--- config.mk ---
export PLATFORM = sky130hd
export DESIGN_NAME = hazard_stall_ctrl
export DESIGN_NICKNAME = d
export VERILOG_FILES = /design/src/rtl/hazard_stall_ctrl.sv
export SDC_FILE = /design/constraint.sdc
export NUM_CORES = 1
export LEC_CHECK = 0
export ABC_AREA = 0
export BUFFER_PORTS_ARGS = -buffer_cell sky130_fd_sc_hd__buf_2
export CELL_PAD_IN_SITES_DETAIL_PLACEMENT = 0
export CELL_PAD_IN_SITES_GLOBAL_PLACEMENT = 1
export CORE_ASPECT_RATIO = 0.6
export CORE_MARGIN = 5
export CORE_UTILIZATION = 38
export CTS_CLUSTER_SIZE = 20
export DETAILED_ROUTE_END_ITERATION = 8
export GPL_TIMING_DRIVEN = 0
export PLACE_DENSITY = 0.77
export SYNTH_ARGS = -nofsm -noshare
export SYNTH_HDL_FRONTEND = slang
export SYNTH_SLANG_ARGS = --single-unit
export TNS_END_PERCENT = 5
--- constraint.sdc ---
create_clock -name clk -period 2.7 [get_ports clk]
set_input_delay 0.135 -clock clk [delete_from_list [all_inputs] [get_ports clk]]
set_output_delay 0.135 -clock clk [all_outputs]
set_load 0.05 [all_outputs]
--- src/rtl/hazard_stall_ctrl.sv ---
// Load-use and data-memory stall control for the ID/EX pipeline boundary.
// Control outputs are combinational; counters, wait FSM and timeout flag are registered.
module hazard_stall_ctrl #(
  parameter int unsigned CNT_W       = 16,
  parameter int unsigned MEM_TIMEOUT = 64
) (
  input  logic             clk,
  input  logic             reset,
  input  logic [4:0]       id_rs_a,
  input  logic [4:0]       id_rt_a,
  input  logic             id_uses_rs,
  input  logic             id_uses_rt,
  input  logic             ex_load,
  input  logic [4:0]       ex_dst_a,
  input  logic             mem_req,
  input  logic             mem_ready,
  output logic             pc_write,
  output logic             ifid_write,
  output logic             idex_bubble,
  output logic             idex_hold,
  output logic             exmem_hold,
  output logic             memwb_bubble,
  output logic [CNT_W-1:0] load_use_count,
  output logic [CNT_W-1:0] stall_cycles,
  output logic             mem_timeout
);

  localparam int unsigned WC_W = $clog2(MEM_TIMEOUT + 1);

  typedef enum logic {ST_RUN, ST_WAIT} state_t;

  state_t          state;
  logic [WC_W-1:0] wait_cnt;
  logic            mem_stall;
  logic            lu_hit;

  assign mem_stall = mem_req & ~mem_ready;
  assign lu_hit    = ex_load & (ex_dst_a != 5'd0) &
                     ((id_uses_rs & (id_rs_a == ex_dst_a)) |
                      (id_uses_rt & (id_rt_a == ex_dst_a)));

  // Memory stall freezes everything and defers any load-use bubble.
  always_comb begin
    pc_write     = 1'b1;
    ifid_write   = 1'b1;
    idex_bubble  = 1'b0;
    idex_hold    = 1'b0;
    exmem_hold   = 1'b0;
    memwb_bubble = 1'b0;
    if (!reset) begin
      if (mem_stall) begin
        pc_write     = 1'b0;
        ifid_write   = 1'b0;
        idex_hold    = 1'b1;
        exmem_hold   = 1'b1;
        memwb_bubble = 1'b1;
      end else if (lu_hit) begin
        pc_write    = 1'b0;
        ifid_write  = 1'b0;
        idex_bubble = 1'b1;
      end
    end
  end

  // Wait timer, sticky timeout flag and saturating performance counters.
  always_ff @(posedge clk) begin
    if (reset) begin
      state          <= ST_RUN;
      wait_cnt       <= '0;
      mem_timeout    <= 1'b0;
      load_use_count <= '0;
      stall_cycles   <= '0;
    end else begin
      case (state)
        ST_RUN: begin
          if (mem_stall) begin
            state    <= ST_WAIT;
            wait_cnt <= WC_W'(1);
          end
        end
        ST_WAIT: begin
          if (mem_ready || !mem_req) begin
            state    <= ST_RUN;
            wait_cnt <= '0;
          end else if (wait_cnt != WC_W'(MEM_TIMEOUT)) begin
            wait_cnt <= wait_cnt + WC_W'(1);
            if (wait_cnt == WC_W'(MEM_TIMEOUT - 1)) mem_timeout <= 1'b1;
          end
        end
        default: begin
          state    <= ST_RUN;
          wait_cnt <= '0;
        end
      endcase

      if (lu_hit && !mem_stall && (load_use_count != '1))
        load_use_count <= load_use_count + CNT_W'(1);
      if ((mem_stall || lu_hit) && (stall_cycles != '1))
        stall_cycles <= stall_cycles + CNT_W'(1);
    end
  end

endmodule
Word-level counts from Yosys, hierarchy flattened
Index checks and enable logic that the tools add are counted.
{"block": "totals", "ramBits": 0, "in_bits": 22, "word_cells": 49, "mem_bits_ro": 0, "register_bits": 41, "output_inout_bits": 39, "n_memories": 0, "latch_bits": 0}
{"block": "op_classes", "eq_ne": 8, "shifts": 0, "bitwise_logic": 9, "reduce_logical": 10, "multipliers": 0, "addsub": 3, "order_cmp": 0, "n_div": 0, "n_mux": 14}
{"op": "$add 16x1->16 const B", "count": 2}
{"op": "$ne 16x16->1 const B", "count": 2}
{"op": "$mux 7", "count": 3}
{"op": "$pmux 7 s2", "count": 1}
{"op": "$eq 5x5->1", "count": 2}
{"op": "$mux 1", "count": 9}
{"op": "$add 7x1->7 const B", "count": 1}
{"op": "$eq 7x6->1 const B", "count": 1}
{"op": "$ne 7x7->1 const B", "count": 1}
{"op": "$and 1x1->1", "count": 5}
{"op": "$reduce_bool 5->1", "count": 1}
{"op": "$reduce_and 4->1", "count": 1}
{"op": "$logic_and 1x1->1", "count": 3}
{"op": "$ne 3x1->1 const B", "count": 1}
{"op": "$not 1->1", "count": 3}
{"op": "$logic_not 1->1", "count": 2}
{"op": "$logic_or 1x1->1", "count": 2}
{"op": "$ne 2x2->1 const B", "count": 1}
{"op": "$pmux 1 s2", "count": 1}
{"op": "$reduce_and 2->1", "count": 1}
{"op": "$or 1x1->1", "count": 1}

Depth between registers and ports, before layout
{"block": "logic_depth", "word_depth": 7, "depth_mapped": 8, "ltp_nobuf": 8}

Worst setup path after synthesis
Ideal clock, no wire load.
{"block": "synth_path", "kind": "reg-to-reg", "start": "register stall_cycles[0]", "end": "register stall_cycles[14]", "path_slack_ns": 0.297, "required_time_ns": 2.581, "path_buffers": 1, "t_arrival_ns": 2.285, "stages_incl_launch_ff": 8, "setup_ns": 0.119, "period_less_slack_ns": 2.403, "path_cell_list": "dfxtp_1 -> ha_1 -> inv_1 -> or2_1 -> buf_6 -> or3_4 -> or3_1 -> o221a_1"}
{"block": "synth_via", "elab_chain_len": 2, "elab_cells_between_ends": 3, "classes_between": "add/sub: 1; eq/ne: 1; reduce/logical: 1"}
{"item": "start: declaration", "line": "24", "source": "output logic [CNT_W-1:0] stall_cycles,"}
{"item": "start signal: assignment", "line": "99", "source": "stall_cycles <= stall_cycles + CNT_W'(1);"}
{"item": "parallel branches: the longest is 2 deep, another holds $add 16x1->16"}
Several ways; the timed one is not identified.
A chain may end at the register's enable or synchronous reset.

Worst setup path after layout
{"block": "layout_path", "start": "input port ex_dst_a[1]", "end": "output port pc_write"}
{"block": "layout_via", "elab_chain_len": 7, "elab_cells_between_ends": 11, "classes_between": "eq/ne: 2; mux: 3; bitwise: 5; reduce/logical: 1"}
{"item": "start: declaration", "line": "14", "source": "input logic [4:0] ex_dst_a,"}
{"item": "$eq 5x5->1 (on tied branches)", "line": "39, 40"}
{"item": "$and 1x1->1 (on tied branches)", "line": "39, 40"}
{"item": "$or 1x1->1", "line": "39", "source": "((id_uses_rs & (id_rs_a == ex_dst_a)) |"}
{"item": "$and 1x1->1 (*)", "line": "38", "source": "assign lu_hit = ex_load & (ex_dst_a != 5'd0) &"}
{"item": "$mux 1 (*)", "line": "57", "source": "end else if (lu_hit) begin"}
{"item": "$mux 1 (*)", "line": "51", "source": "if (mem_stall) begin"}
{"item": "$mux 1 (*)", "line": "50", "source": "if (!reset) begin"}
{"item": "end: declaration", "line": "17", "source": "output logic pc_write,"}
Mark *: on every way between the ends. The rest lies on a longest branch, timed or not.

==> out/metrics.yaml <==
outcome: "complete, no violations"
cp-end-kind: "output port"
grt_max_degree: 12
drc_errors: 0
min_from: "reset"
ant_nets: 0
cts_setup_buffers: 0
power_density_nw_per_um2: 409
synth_area_leaders: "dfxtp_1 (36%), nor2_1 (5.7%), xnor2_1 (5.4%), xor2_1 (5.0%), nand4_1 (4.2%)"
syn_nets: 296
start_util_pct: 39.8
via_per_inst: 5.20
path_max_fanout: 10
min_to: "stall_cycles[13]"
yosysTopAreaCell: "dfxtp_1"
insertion_delay_ns: 0.29
place_inst: 410
drive_gt1_share_pct: 25.9
reg2reg_depth: 8
drt-pass1-iter-count: 4
numCtsBuffers: 5
ys_seq_area_share_pct: 36.3
path_clk_slew_ns: 0.08
path_cells: "buf_2, or4_1, o21ai_2, inv_1, a21oi_2, buf_6, or2_2, buf_4, buf_2"
hpwl_mm: 4.29
grt_usage_pct: 15.4
dieWidth_um: 110
nets: 363
coreArea_sq_um: 5680
whs_ns: 0.219
worstHoldPathCells: 3
port_buffers: 60
gr-total-overflow: 0
synth_cell_types: 49
min_path_type: "input port to flop"
grt_pass1_vias: 2018
cts.sink_count: 41
startpoint: "ex_dst_a[1]"
fmaxAchievable_ghz: 0.451
place_congestion: 0.837
synth_top_cell_area_share_pct: 36.3
timing.rr.end: "load_use_count[0]"
cap_violations: 0
drt-initial-drc-count: 80
ctsRootBufferMaster: "clkbuf_8"
synth_area_sq_um: 2260
post_cts_resized: 0
synth_edf_count: 0
crit_slowest_cell: "or4_1"
p_seq_share_pct: 54.9
timing.rr.start: "load_use_count[0]"
fin_crit_ns: 2.22
tightest_slew_ns: 0.618
finalSetupViolCount: 0
synth-seq-cells: 41
report.final.slew_viol_count: 0
skew_ns: 0.00408
io_pins: 61
wl_per_cell_um: 13.6
core.rowCount: 21
syn_inst: 270
cts_tree: "done"
area_growth_pct: 21.0
syn_avg_cell_area_sq_um: 8.36
clock_path_buffers: 2
required_ns: 2.57
rsz0062_at_grt: "no"
cp-start-kind: "input port"
utilization_pct: 48.1
synthArstFlopShare_pct: 0
holdBufCountCts: 0
slew_headroom_pct: 58.2
vias: 2164
nFillCells: 588
totalWireLength_mm: 5.66
internal_power_w: 0.000825
p_switching_w: 0.000292
insertedDiodeCount: 0
leakage_nw: 1.11
crit_path_max_incr_delay_ns: 0.55
arrival_ns: 2.08
fin_total_pwr_w: 0.00112
swShare_pct: 26.2
yosys_most_used_dff: "dfxtp_1"
antenna_found_initial: 0
rrSetupSlack_ns: 0.54
period_share_pct: 82.1
chipHeight_um: 69.7
yosysWarnings: 0
htreeDepth: 2
ir_worst_vdd_v: 0.000191
hold_viol: 0
grt_pass1_wl_mm: 9.59
p_comb_share_pct: 11.5
finalSetupTns_ns: 0
crit_top_cell: "buf_2"
fin_cells: 416
die_area_sq_um: 7640
pwr-share-clk_pct: 33.7
worstSetupPathType: "input port to output port"
## layout make-up
| type | count | area, sq um | share of cell area (%) |
|---|---|---|---|
| Clock inverter | 1 | 5.00 | 0.183 |
| Sequential cell | 41 | 821 | 30.0 |
| Buffer | 13 | 82.6 | 3.02 |
| Clock buffer | 5 | 68.8 | 2.52 |
| Multi-Input combinational cell | 205 | 1310 | 48.1 |
| Tap cell | 80 | 100 | 3.66 |
| Timing Repair Buffer | 60 | 300 | 11.0 |
| Inverter | 11 | 41.3 | 1.51 |
## metal layers
metal / track usage, % / share of wire [%] / vias up
li1: - / - / 1109
met2: 21.4 / 42 / 50
met4: 3.18 / 0.58 / 0
met5: 0 / 0 / -
met1: 23.5 / 52 / 1001
met3: 3.91 / 5.9 / 4
## placed cells by master (no fill, tap or decap), drive strengths merged, types with 8 or more instances in the layout
cell type  instances
dfxtp             41
nand4             16
a21oi             14
nand3             12
clkbuf            11
o21ai             10
nand2             20
xor2              13
xnor2             14
inv               11
or4                8
buf               67
nor2              34
## power by group through the flow
| stage | clock (W) | sequential [W] | combinational [W] |
|---|---|---|---|
| after floorplan | 0 | 0.000636 | 0.0000767 |
| after detailed placement | 0 | 0.000627 | 0.000129 |
| final | 0.000376 | 0.000613 | 0.000128 |
| after global routing | 0.000417 | 0.000614 | 0.000142 |
| after CTS | 0.000394 | 0.000613 | 0.000130 |
| after global placement | 0 | 0.000627 | 0.000130 |
## critical path, delay by kind of cell
| family | cells | cell delay (ns) |
|---|---|---|
| and+or+nand+nor | 2 | 0.67 |
| buffers and inverters | 5 | 0.75 |
| AOI/OAI and AO/OA | 2 | 0.51 |
## cell families after synthesis
logic type	count (synthesis)	synth area share (%)
and+or+nand+nor	128	30.8
xor gates and xnor gates	27	10.5
adders and majority gates	4	2.22
AOI/OAI and AO/OA	43	13.2
buffers and inverters	24	5.48
DFF	41	36.3
muxes	3	1.44
## how the worst max path moves through the flow
| stage | to | slack, ns |
|---|---|---|
| 2_1_floorplan | stall_cycles[14] | 0.30 |
| 3_3_place_gp | pc_write | 0.50 |
| 3_5_place_dp | pc_write | 0.46 |
| 4_1_cts | pc_write | 0.45 |
| 5_1_grt | load_use_count[0] | 0.27 |
| 6_report | pc_write | 0.48 |
## synth_stat cells, types with 2 or more instances
library cell	n
o31ai_1	5
dfxtp_1	41
nand4_1	15
ha_1	4
nand2_1	20
nand3_1	12
and3_1	7
or4_2	3
clkbuf_1	6
o41ai_1	2
buf_6	2
o21ai_0	9
buf_4	5
a21oi_2	2
mux2_2	2
xnor2_1	14
nor2_1	34
nor2b_1	4
or3_1	4
or4_1	5
and2_1	3
a21oi_1	12
inv_1	11
xor2_1	13
a311oi_1	3
nor4b_1	4
nor4_1	4
nor3_1	2
and4_1	2
## state kept, by name, indices dropped and copies added, names as in the netlist
signal / flops
state: 1
mem_timeout: 1
wait_cnt: 7
load_use_count: 16
stall_cycles: 16
## stage by stage
stage / setup WS (ns) / instance area (sq um)
final: 0.482 / 2730
after global routing: 0.271 / 2730
after CTS: 0.448 / 2730
after detailed placement: 0.459 / 2660
after global placement: 0.502 / 2660
after floorplan: 0.297 / 2260
Note: power is estimated with default switching activity, not from simulation.
